[src/rtl/round_scheduler.sv]
// -----------------------------------------------------------------------------
// round_scheduler
//
// Top-level sequencer for the Keccak-style permutation over the 64 x 25-bit
// state memory. For each of NUM_ROUNDS rounds it launches the NUM_STEPS step
// units (theta, rho, pi, chi, iota) strictly in order. Each unit gets a level
// enable and the sequencer waits for that unit's done. A one-cycle LAUNCH gap
// with every enable low precedes each step so the shared memory port can turn
// around before the next owner starts.
//
// Optional feature (compile-time macro STEP_TIMEOUT_EN):
//   defined     - a per-step wait counter aborts a step that stays in WAIT for
//                 TIMEOUT_CYCLES cycles. The sequencer returns to IDLE without a
//                 done pulse and raises the sticky o_timeout_err.
//   not defined - no counter is built, WAIT waits indefinitely and
//                 o_timeout_err is tied low.
//
// Ports:
//   i_clk          clock, rising edge
//   i_rst          synchronous active-high reset, overrides everything
//   i_start        request one full permutation, only sampled while idle
//   i_step_done    done pulses from the step units, bit i = unit i
//   o_step_en      one-hot level enable to the active unit (zero otherwise)
//   o_mem_sel      index of the unit owning the shared state-memory port
//   o_round_idx    current round, 0..NUM_ROUNDS-1, for the round-constant logic
//   o_busy         high in every state except IDLE
//   o_done         one-cycle pulse at the end of the permutation
//   o_timeout_err  sticky step-timeout flag
// -----------------------------------------------------------------------------
module round_scheduler #(
    parameter int unsigned NUM_ROUNDS     = 24,
    parameter int unsigned NUM_STEPS      = 5,
    parameter int unsigned TIMEOUT_CYCLES = 255,
    localparam int unsigned RW = (NUM_ROUNDS > 1) ? $clog2(NUM_ROUNDS) : 1,
    localparam int unsigned SW = (NUM_STEPS > 1) ? $clog2(NUM_STEPS) : 1
) (
    input  logic                 i_clk,
    input  logic                 i_rst,
    input  logic                 i_start,
    input  logic [NUM_STEPS-1:0] i_step_done,
    output logic [NUM_STEPS-1:0] o_step_en,
    output logic [2:0]           o_mem_sel,
    output logic [RW-1:0]        o_round_idx,
    output logic                 o_busy,
    output logic                 o_done,
    output logic                 o_timeout_err
);

    typedef enum logic [1:0] {
        StIdle,
        StLaunch,
        StWait,
        StFinish
    } state_e;

    localparam logic [SW-1:0] LAST_STEP  = SW'(NUM_STEPS - 1);
    localparam logic [RW-1:0] LAST_ROUND = RW'(NUM_ROUNDS - 1);

    state_e        r_state;
    state_e        w_state_nxt;
    logic [SW-1:0] r_step;
    logic [SW-1:0] w_step_nxt;
    logic [RW-1:0] r_round;
    logic [RW-1:0] w_round_nxt;

    // Only the active unit's done bit matters; the others are don't-care.
    logic          w_cur_done;
    assign w_cur_done = i_step_done[r_step];

`ifdef STEP_TIMEOUT_EN
    localparam int unsigned WCW = $clog2(TIMEOUT_CYCLES + 1);

    logic [WCW-1:0] r_wait_cnt;
    logic           r_timeout_err;
    logic           w_timeout_hit;

    // The final idle WAIT cycle is the one where the count already equals
    // TIMEOUT_CYCLES-1, so the abort takes effect exactly TIMEOUT_CYCLES
    // cycles after WAIT entry.
    assign w_timeout_hit = (r_state == StWait) && !w_cur_done &&
                           (r_wait_cnt == WCW'(TIMEOUT_CYCLES - 1));
`else
    // The timeout length has no meaning when the counter is not built.
    logic w_unused_cfg;
    assign w_unused_cfg = ^TIMEOUT_CYCLES;
`endif

    // -------------------------------------------------------------------------
    // State and counter registers
    // -------------------------------------------------------------------------
    always_ff @(posedge i_clk) begin
        if (i_rst) begin
            r_state <= StIdle;
            r_step  <= '0;
            r_round <= '0;
        end else begin
            r_state <= w_state_nxt;
            r_step  <= w_step_nxt;
            r_round <= w_round_nxt;
        end
    end

`ifdef STEP_TIMEOUT_EN
    always_ff @(posedge i_clk) begin
        if (i_rst) begin
            r_wait_cnt    <= '0;
            r_timeout_err <= 1'b0;
        end else begin
            // LAUNCH always precedes WAIT, so clearing here restarts the count
            // on every WAIT entry.
            if (r_state == StLaunch) begin
                r_wait_cnt <= '0;
            end else if ((r_state == StWait) && !w_cur_done) begin
                r_wait_cnt <= r_wait_cnt + WCW'(1);
            end

            if (w_timeout_hit) begin
                r_timeout_err <= 1'b1;
            end else if ((r_state == StIdle) && i_start) begin
                r_timeout_err <= 1'b0;
            end
        end
    end
`endif

    // -------------------------------------------------------------------------
    // Next-state and counter update
    // -------------------------------------------------------------------------
    always_comb begin
        w_state_nxt = r_state;
        w_step_nxt  = r_step;
        w_round_nxt = r_round;

        unique case (r_state)
            StIdle: begin
                if (i_start) begin
                    w_state_nxt = StLaunch;
                    w_step_nxt  = '0;
                    w_round_nxt = '0;
                end
            end

            StLaunch: begin
                w_state_nxt = StWait;
            end

            StWait: begin
                if (w_cur_done) begin
                    if (r_step != LAST_STEP) begin
                        w_step_nxt  = r_step + SW'(1);
                        w_state_nxt = StLaunch;
                    end else if (r_round != LAST_ROUND) begin
                        w_round_nxt = r_round + RW'(1);
                        w_step_nxt  = '0;
                        w_state_nxt = StLaunch;
                    end else begin
                        w_state_nxt = StFinish;
                    end
                end
`ifdef STEP_TIMEOUT_EN
                else if (w_timeout_hit) begin
                    w_state_nxt = StIdle;
                end
`endif
            end

            StFinish: begin
                w_state_nxt = StIdle;
            end

            default: begin
                w_state_nxt = StIdle;
            end
        endcase
    end

    // -------------------------------------------------------------------------
    // Outputs (Moore): everything idles to zero outside an active run
    // -------------------------------------------------------------------------
    always_comb begin
        o_step_en   = '0;
        o_mem_sel   = '0;
        o_round_idx = '0;
        o_busy      = 1'b0;
        o_done      = 1'b0;

        unique case (r_state)
            StIdle: begin
            end

            StLaunch: begin
                o_mem_sel   = 3'(r_step);
                o_round_idx = r_round;
                o_busy      = 1'b1;
            end

            StWait: begin
                o_step_en   = NUM_STEPS'(1) << r_step;
                o_mem_sel   = 3'(r_step);
                o_round_idx = r_round;
                o_busy      = 1'b1;
            end

            StFinish: begin
                o_mem_sel   = 3'(r_step);
                o_round_idx = r_round;
                o_busy      = 1'b1;
                o_done      = 1'b1;
            end

            default: begin
            end
        endcase
    end

`ifdef STEP_TIMEOUT_EN
    assign o_timeout_err = r_timeout_err;
`else
    assign o_timeout_err = 1'b0;
`endif

endmodule

[config.mk]
export PLATFORM = sky130hd
export DESIGN_NAME = round_scheduler
export DESIGN_NICKNAME = d
export VERILOG_FILES = /design/src/rtl/round_scheduler.sv
export SDC_FILE = /design/constraint.sdc
export NUM_CORES = 1
export LEC_CHECK = 0
export CORE_MARGIN = 2
export CORE_UTILIZATION = 45
export CTS_BUF_LIST = sky130_fd_sc_hd__clkbuf_16
export CTS_CLUSTER_SIZE = 8
export DETAILED_ROUTE_END_ITERATION = 10
export HOLD_SLACK_MARGIN = 0.05
export PLACE_DENSITY = 0.85
export SYNTH_ARGS = -nofsm -noshare
export SYNTH_HDL_FRONTEND = slang
export SYNTH_SLANG_ARGS = --single-unit
[constraint.sdc]
create_clock -name i_clk -period 1.86 [get_ports i_clk]
set_input_delay 0.372 -clock i_clk [delete_from_list [all_inputs] [get_ports i_clk]]
set_output_delay 0.372 -clock i_clk [all_outputs]
set_load 0.01 [all_outputs]
==> flow_metrics.py, run 1 <==
metrics = {
    "clocking": {
        "root_buffer": "clkbuf_16",
        "cts_inserted_buffers": 3,
        "cts_buffer_depth": 2,
        "path_clk_slew_ps": 40,
        "cts_tree": "done",
        "cts.sinks": 10,
        "clock_latency_ps": 240,
        "h-tree-depth": 1,
        "ctsHoldBuffers": 0,
    },
    "min_path": {
        "worstHoldStart": "r_round[4]$_SDFFE_PP0P_",
        "hold_depth": 2,
        "hp-class": "reg -> reg",
        "hold_end": "r_round[4]$_SDFFE_PP0P_",
    },
    "sta": {
        "rsz0062_at_grt": "yes",
        "slew_viol_final": 0,
        "holdWs_ps": 511,
        "period_needed_ps": 1820,
        "finalSetupViolations": 0,
        "fin_crit_sh_pct": 97.7,
        "skew_ps": 4.87,
        "hold_viol_final": 0,
        "max_freq_ghz": 0.550,
    },
    "grt": {
        "grt_pass1_wl_mm": 3.54,
        "antenna_found_initial": 0,
        "grt_pass1_vias": 820,
        "grt_usage_pct": 23.7,
        "grt_max_degree": 13,
        "grt-ovfl-total": 0,
    },
    "setup_path": {
        "cp.arrival_ps": 1990,
        "r2r-start": "r_step[1]$_SDFFE_PP0P_",
        "r2r_end": "r_step[0]$_SDFFE_PP0P_",
        "rr_worst_depth": 6,
        "reg2reg_slack_ps": 140,
        "crit_path_start_kind": "input port",
        "worstSetupPathType": "in -> reg",
        "worstSetupStartpoint": "i_step_done[2]",
        "critPathCaptureType": "register",
        "path_max_fanout": 6,
        "worstPathRequired_ps": 2030,
    },
    "die": {
        "die_height_um": 45.6,
        "die_area_um2": 2080,
        "core_um2": 1670,
        "initial_utilization_pct": 46.6,
        "io_pins": 24,
        "rows": 15,
        "die_w_um": 45.6,
    },
    "power": {
        "p_int_w": 0.000589,
        "swShare_pct": 24.7,
        "vdd_ir_drop_max_uv": 586,
        "clock_power_share_pct": 48.8,
        "pwr-share-seq_pct": 29.9,
        "power_leakage_nw": 0.538,
        "p_per_area_nw_per_um2": 631,
        "p_comb_share_pct": 21.4,
        "power.switching_w": 0.000193,
    },
    "yosys": {
        "synth_xor_area_share_pct": 0,
        "synth_edf_count": 0,
        "yosys.area_share.simple_pct": 36.7,
        "yosys-mux-area-fraction_pct": 5.31,
        "synth.top_cell.area_share_pct": 25.7,
        "ys_seq_area_share_pct": 25.7,
        "async_reset_ff_share_pct": 0,
        "synth_largest_area_cell": "dfxtp_1",
        "synth_top_family_by_area": "simple AND/OR/NAND/NOR gates",
        "synth-seq-cells": 10,
        "ys_types": 37,
        "yosys-top-cells-count": "dfxtp_1, nor2_1, nor2b_1, o21ai_0, ha_1",
        "synth_area_leaders": "dfxtp_1, ha_1, nor2b_1",
        "yosysWarnings": 0,
        "syn_avg_cell_area_um2": 8.11,
        "synth_fa_ha_area_share_pct": 9.65,
        "synth-compound-area-share_pct": 17.7,
        "synth_area_um2": 778,
        "synth_fp_nets": 110,
        "dominantRegCellSynth": "dfxtp_1",
        "syn_inst": 96,
    },
    "placed_design": {
        "io_buffers": 22,
        "place.gp.congestion": 0.830,
        "dpl_cell_area_um2": 1150,
        "dp_cells": 151,
        "dp_hpwl_mm": 1.59,
    },
    "run": {
        "maxCapViolations": 0,
    },
    "detailed_routing": {
        "initialDrtViolationCount": 27,
        "wl_met2_mm": 1.17,
        "vias": 878,
        "drt-met1-wl_um": 960,
        "post_drt_wl_per_cell_um": 14.8,
        "routed_wl_mm": 2.31,
        "routed.top_layer": "met4",
        "firstDrtPassIters": 4,
        "met3_wirelength_um": 168,
        "route.detailed.drc": 0,
        "ant_nets": 0,
        "vias_per_cell": 5.63,
    },
    "finish": {
        "stdcell_count": 156,
        "postLayoutCoreUtil_pct": 74.2,
        "drive_above_1_share_pct": 23.7,
        "design_area_um2": 1240,
        "fin_nets": 154,
        "antenna_cells": 0,
        "fill_cells": 126,
        "syn2layout_area_growth_pct": 59.2,
    },
    "run_status": {
        "outcome": "completed",
    },
}
## cell families (layout without fill, tap and decap cells)
group / Yosys count / count (layout)
muxes: 4 / 4
AOI/OAI and AO/OA: 19 / 19
other: 1 / 1
buffers and inverters: 8 / 51
adders and majority gates: 6 / 6
DFF: 10 / 10
and+or+nand+nor: 48 / 48
## sequential cells by signal, indices dropped and copies added (netlist names)
register / cells
r_round: 5
r_state: 2
r_step: 3
## worst max-delay path by stage
stage | to | slack, ps | depth (start not counted)
finish | r_round[3]$_SDFFE_PP0P_ | 40 | 6
global route | r_round[3]$_SDFFE_PP0P_ | -8 | 6
CTS | r_round[3]$_SDFFE_PP0P_ | 20 | 6
detailed placement | r_round[3]$_SDFFE_PP0P_ | -170 | 6
global placement | r_round[3]$_SDFFE_PP0P_ | -110 | 6
floorplan | r_step[0]$_SDFFE_PP0P_ | 170 | 6
## final cells by class
class | instances | area (µm²) | share of cell area, %
inverter | 5 | 18.8 | 1.52
clock buffer | 3 | 75.1 | 6.06
multi-input combinational | 78 | 551 | 44.4
tap | 17 | 21.3 | 1.72
sequential | 10 | 204 | 16.5
timing repair buffer | 42 | 365 | 29.5
clock inverter | 1 | 3.75 | 0.303
## stage by stage
stage / setup TNS, ps / total power (W) / setup slack, ps
3_3_place_gp: -332 / 0.000387 / -108
5_1_grt: -8.00 / 0.000814 / -8.00
2_1_floorplan: 0 / 0.000309 / 167
4_1_cts: 0 / 0.000785 / 17.9
3_5_place_dp: -738 / 0.000392 / -166
6_report: 0 / 0.000782 / 42.6
## timing repair
action	CTS	global route
buffers inserted	1	0
pin swaps	0	1
setup endpoints to repair	14	2
resized for setup	10	1
endpoints found under the hold margin	0	0
## per-layer routing
| metal | track usage (%) | vias to the layer above |
|---|---|---|
| met5 | 0 | - |
| met4 | 5.29 | 0 |
| met3 | 7.14 | 2 |
| met2 | 39.4 | 42 |
| met1 | 29.9 | 410 |
| li1 | - | 424 |
## critical path: stages
cell,delay (ps)
clkdlybuf4s50_1,460
mux2i_1,120
o311ai_4,270
o211ai_2,180
or4_1,430
a21oi_1,150
## cells in the final DEF (no fill, tap or decap), drive strengths merged, types with 2 or more instances in the layout
cell type and n:
a21oi 5, nand4 2, clkbuf 3, dlygate4sd2 4, dfxtp 10, nand2b 3, mux2i 3, nand2 5
o21ai 7, nor2b 8, nor2 10, buf 20, clkdlybuf4s50 17, nand3 2, ha 6, and2 4
inv 5, and3 3, nor3 3
## power groups by stage
stage / Clock (W) / Sequential [W] / Combinational, W
after floorplan: 0 / 0.000236 / 0.0000727
after global placement: 0 / 0.000233 / 0.000153
after CTS: 0.000386 / 0.000233 / 0.000166
final: 0.000381 / 0.000234 / 0.000167
after global routing: 0.000401 / 0.000234 / 0.000180
after detailed placement: 0 / 0.000234 / 0.000158
No activity file was read; power rests on OpenSTA's default activity.
==> run 2: changes to the inputs <==
--- a/config.mk
+++ b/config.mk
@@ -6,12 +6,13 @@
 export NUM_CORES = 1
 export LEC_CHECK = 0
 export CORE_MARGIN = 2
-export CORE_UTILIZATION = 45
+export CORE_UTILIZATION = 60
 export CTS_BUF_LIST = sky130_fd_sc_hd__clkbuf_16
 export CTS_CLUSTER_SIZE = 8
 export DETAILED_ROUTE_END_ITERATION = 10
+export DONT_BUFFER_PORTS = 1
 export HOLD_SLACK_MARGIN = 0.05
-export PLACE_DENSITY = 0.85
+export PLACE_DENSITY = 0.84
 export SYNTH_ARGS = -nofsm -noshare
 export SYNTH_HDL_FRONTEND = slang
 export SYNTH_SLANG_ARGS = --single-unit
==> run 2 against run 1 <==
The flow now finishes with violations (DRC). Highest routed layer unchanged. Critical path depth fell by 1. Critical path type is now reg -> out. Setup slack improved by 56 ps. Fmax rose by 3.2%. Routed wire length fell by 21%. Die area fell by 23%. Design area fell by 29%. Register-to-register slack got worse by 30 ps. Largest cell class unchanged.
==> flow_metrics.py, run 2 (synthesis gave the netlist of run 1 again) <==
metrics = {
    "run_status": {
        "outcome": "finished with violations",
        "failed_checks": "DRC",
    },
    "detailed_routing": {
        "routed_wl_mm": 1.83,
        "route.detailed.drc": 2,
        "initialDrtViolationCount": 34,
        "vias": 718,
        "ant_nets": 0,
        "post_drt_wl_per_cell_um": 16.2,
        "vias_per_cell": 6.35,
        "firstDrtPassIters": 7,
    },
    "grt": {
        "grt_util_met3_pct": 9.44,
        "grt_pass1_vias": 638,
        "top_usage_layer": "met2",
        "antenna_found_initial": 0,
        "grt-ovfl-total": 0,
        "grt_usage_pct": 27.6,
        "use_met2_pct": 41.9,
        "met1_usage_pct": 36.4,
        "grt_max_degree": 14,
        "grt_pass1_wl_mm": 2.91,
    },
    "setup_path": {
        "crit_family": "simple AND/OR/NAND/NOR gates",
        "worstSetupPathDepth": 5,
        "path_max_fanout": 5,
        "worstSetupPathType": "reg -> out",
        "critPathBufInv": 2,
        "rr_worst_depth": 6,
        "crit_slowest_cell": "dfxtp_1",
        "crit_chain": "inv_1 -> ha_1 -> and2_1 -> nand2_1 -> inv_1",
        "cp.arrival_ps": 1390,
        "crit_path_start_kind": "register",
        "worstPathRequired_ps": 1490,
        "max_stage_delay_ps": 300,
        "critPathCaptureType": "primary output",
        "cpMostUsedCell": "inv_1",
    },
    "die": {
        "die_w_um": 40.0,
        "die_height_um": 40.0,
        "io_pins": 24,
        "die_area_um2": 1600,
        "core_um2": 1160,
        "rows": 12,
        "initial_utilization_pct": 67.3,
    },
    "clocking": {
        "h-tree-depth": 1,
        "clock_latency_ps": 230,
        "cts_tree": "done",
        "root_buffer": "clkbuf_16",
        "path_clk_slew_ps": 40,
        "cts_buffer_depth": 2,
        "cts.sinks": 10,
        "cts_inserted_buffers": 3,
    },
    "sta": {
        "period_needed_ps": 1760,
        "tightestPinTransition_ps": 589,
        "worst_slack_ps": 98.8,
        "slew_headroom_pct": 60.6,
        "fin_tns_setup_ps": 0,
        "hold_viol_final": 0,
        "slew_viol_final": 0,
        "finalSetupViolations": 0,
        "max_freq_ghz": 0.568,
        "fin_crit_sh_pct": 94.7,
        "rsz0062_at_grt": "no",
        "skew_ps": 4.28,
    },
    "placed_design": {
        "io_buffers": 0,
        "place.gp.congestion": 0.879,
        "pre_cts_ws_ps": 134,
        "dp_hpwl_mm": 1.29,
    },
    "min_path": {
        "hp-class": "in -> reg",
        "hold_depth": 1,
    },
    "finish": {
        "largest_reg_flops": 5,
        "top_register": "r_round",
        "fin_nets": 115,
        "syn2layout_area_growth_pct": 12.9,
        "top_regs": "r_round: 5 flops, r_step: 3 flops, r_state: 2 flops",
        "final_common_cell": "nor2_1",
        "layout.cells.most_common_list": "nor2_1, dfxtp_1, nor2b_1, o21ai_0, ha_1",
        "antenna_cells": 0,
        "drive_above_1_share_pct": 13.1,
    },
    "power": {
        "vdd_ir_drop_max_uv": 699,
        "p_per_area_nw_per_um2": 799,
        "power_leakage_nw": 0.350,
    },
    "run": {
        "maxCapViolations": 0,
    },
}
-- run 2: changes by cell type in the layout (fill, tap and decap cells not counted) --
cell and delta:
dfxtp_2 -2, buf_4 -17, dlygate4sd2_1 -4, nor2_4 -1, nor2_1 +1, dfxtp_1 +2, clkdlybuf4s15_1 -1, clkdlybuf4s50_1 -17
clkinv_1 -1
-- run 2: timing repair --
| item | in CTS | in global routing |
|---|---|---|
| hold buffers | 0 | 0 |
| setup endpoints to repair | 0 | 2 |
| gates resized for setup | 0 | 1 |
| setup buffers | 0 | 0 |
-- run 2: worst paths after layout --
check	end	slack (ps)	start
min reg2reg	r_round[4]$_SDFFE_PP0P_	520	r_round[4]$_SDFFE_PP0P_
max reg2reg	r_round[3]$_SDFFE_PP0P_	110	r_step[0]$_SDFFE_PP0P_
min	r_round[0]$_SDFFE_PP0P_	200	i_rst
max	o_step_en[4]	100	r_step[0]$_SDFFE_PP0P_
-- run 2: cell type report --
class | count | area, µm²
Timing Repair Buffer | 3 | 22.5
Multi-Input combinational cell | 78 | 543
Clock buffer | 3 | 75.1
Fill cell | 95 | 278
Sequential cell | 10 | 201
Inverter | 5 | 18.8
Tap cell | 14 | 17.5
-- run 2: stage by stage --
step	power [W]	instances	instance area [µm²]	utilization (%)	hold slack (ps)
finish	0.000702	113	878	76.0	203
detailed placement	0.000330	110	802	69.4	444
floorplan	0.000309	96	778	-	475
global placement	0.000327	110	802	69.4	443
global route	0.000722	113	878	76.0	199
CTS	0.000705	113	877	75.9	200
-- run 2: routing by layer --
layer,routed length [µm],vias up,share of wire [%]
li1,-,344,-
met1,763,319,42
met2,870,51,48
met3,178,4,9.7
met4,14,0,0.77
met5,0,-,0
-- run 2: report_power, final --
group | internal [W] | switching (W)
logic | 0.0000342 | 0.0000599
registers | 0.000222 | 0.0000125
clock network | 0.000278 | 0.0000946
total | 0.000535 | 0.000167
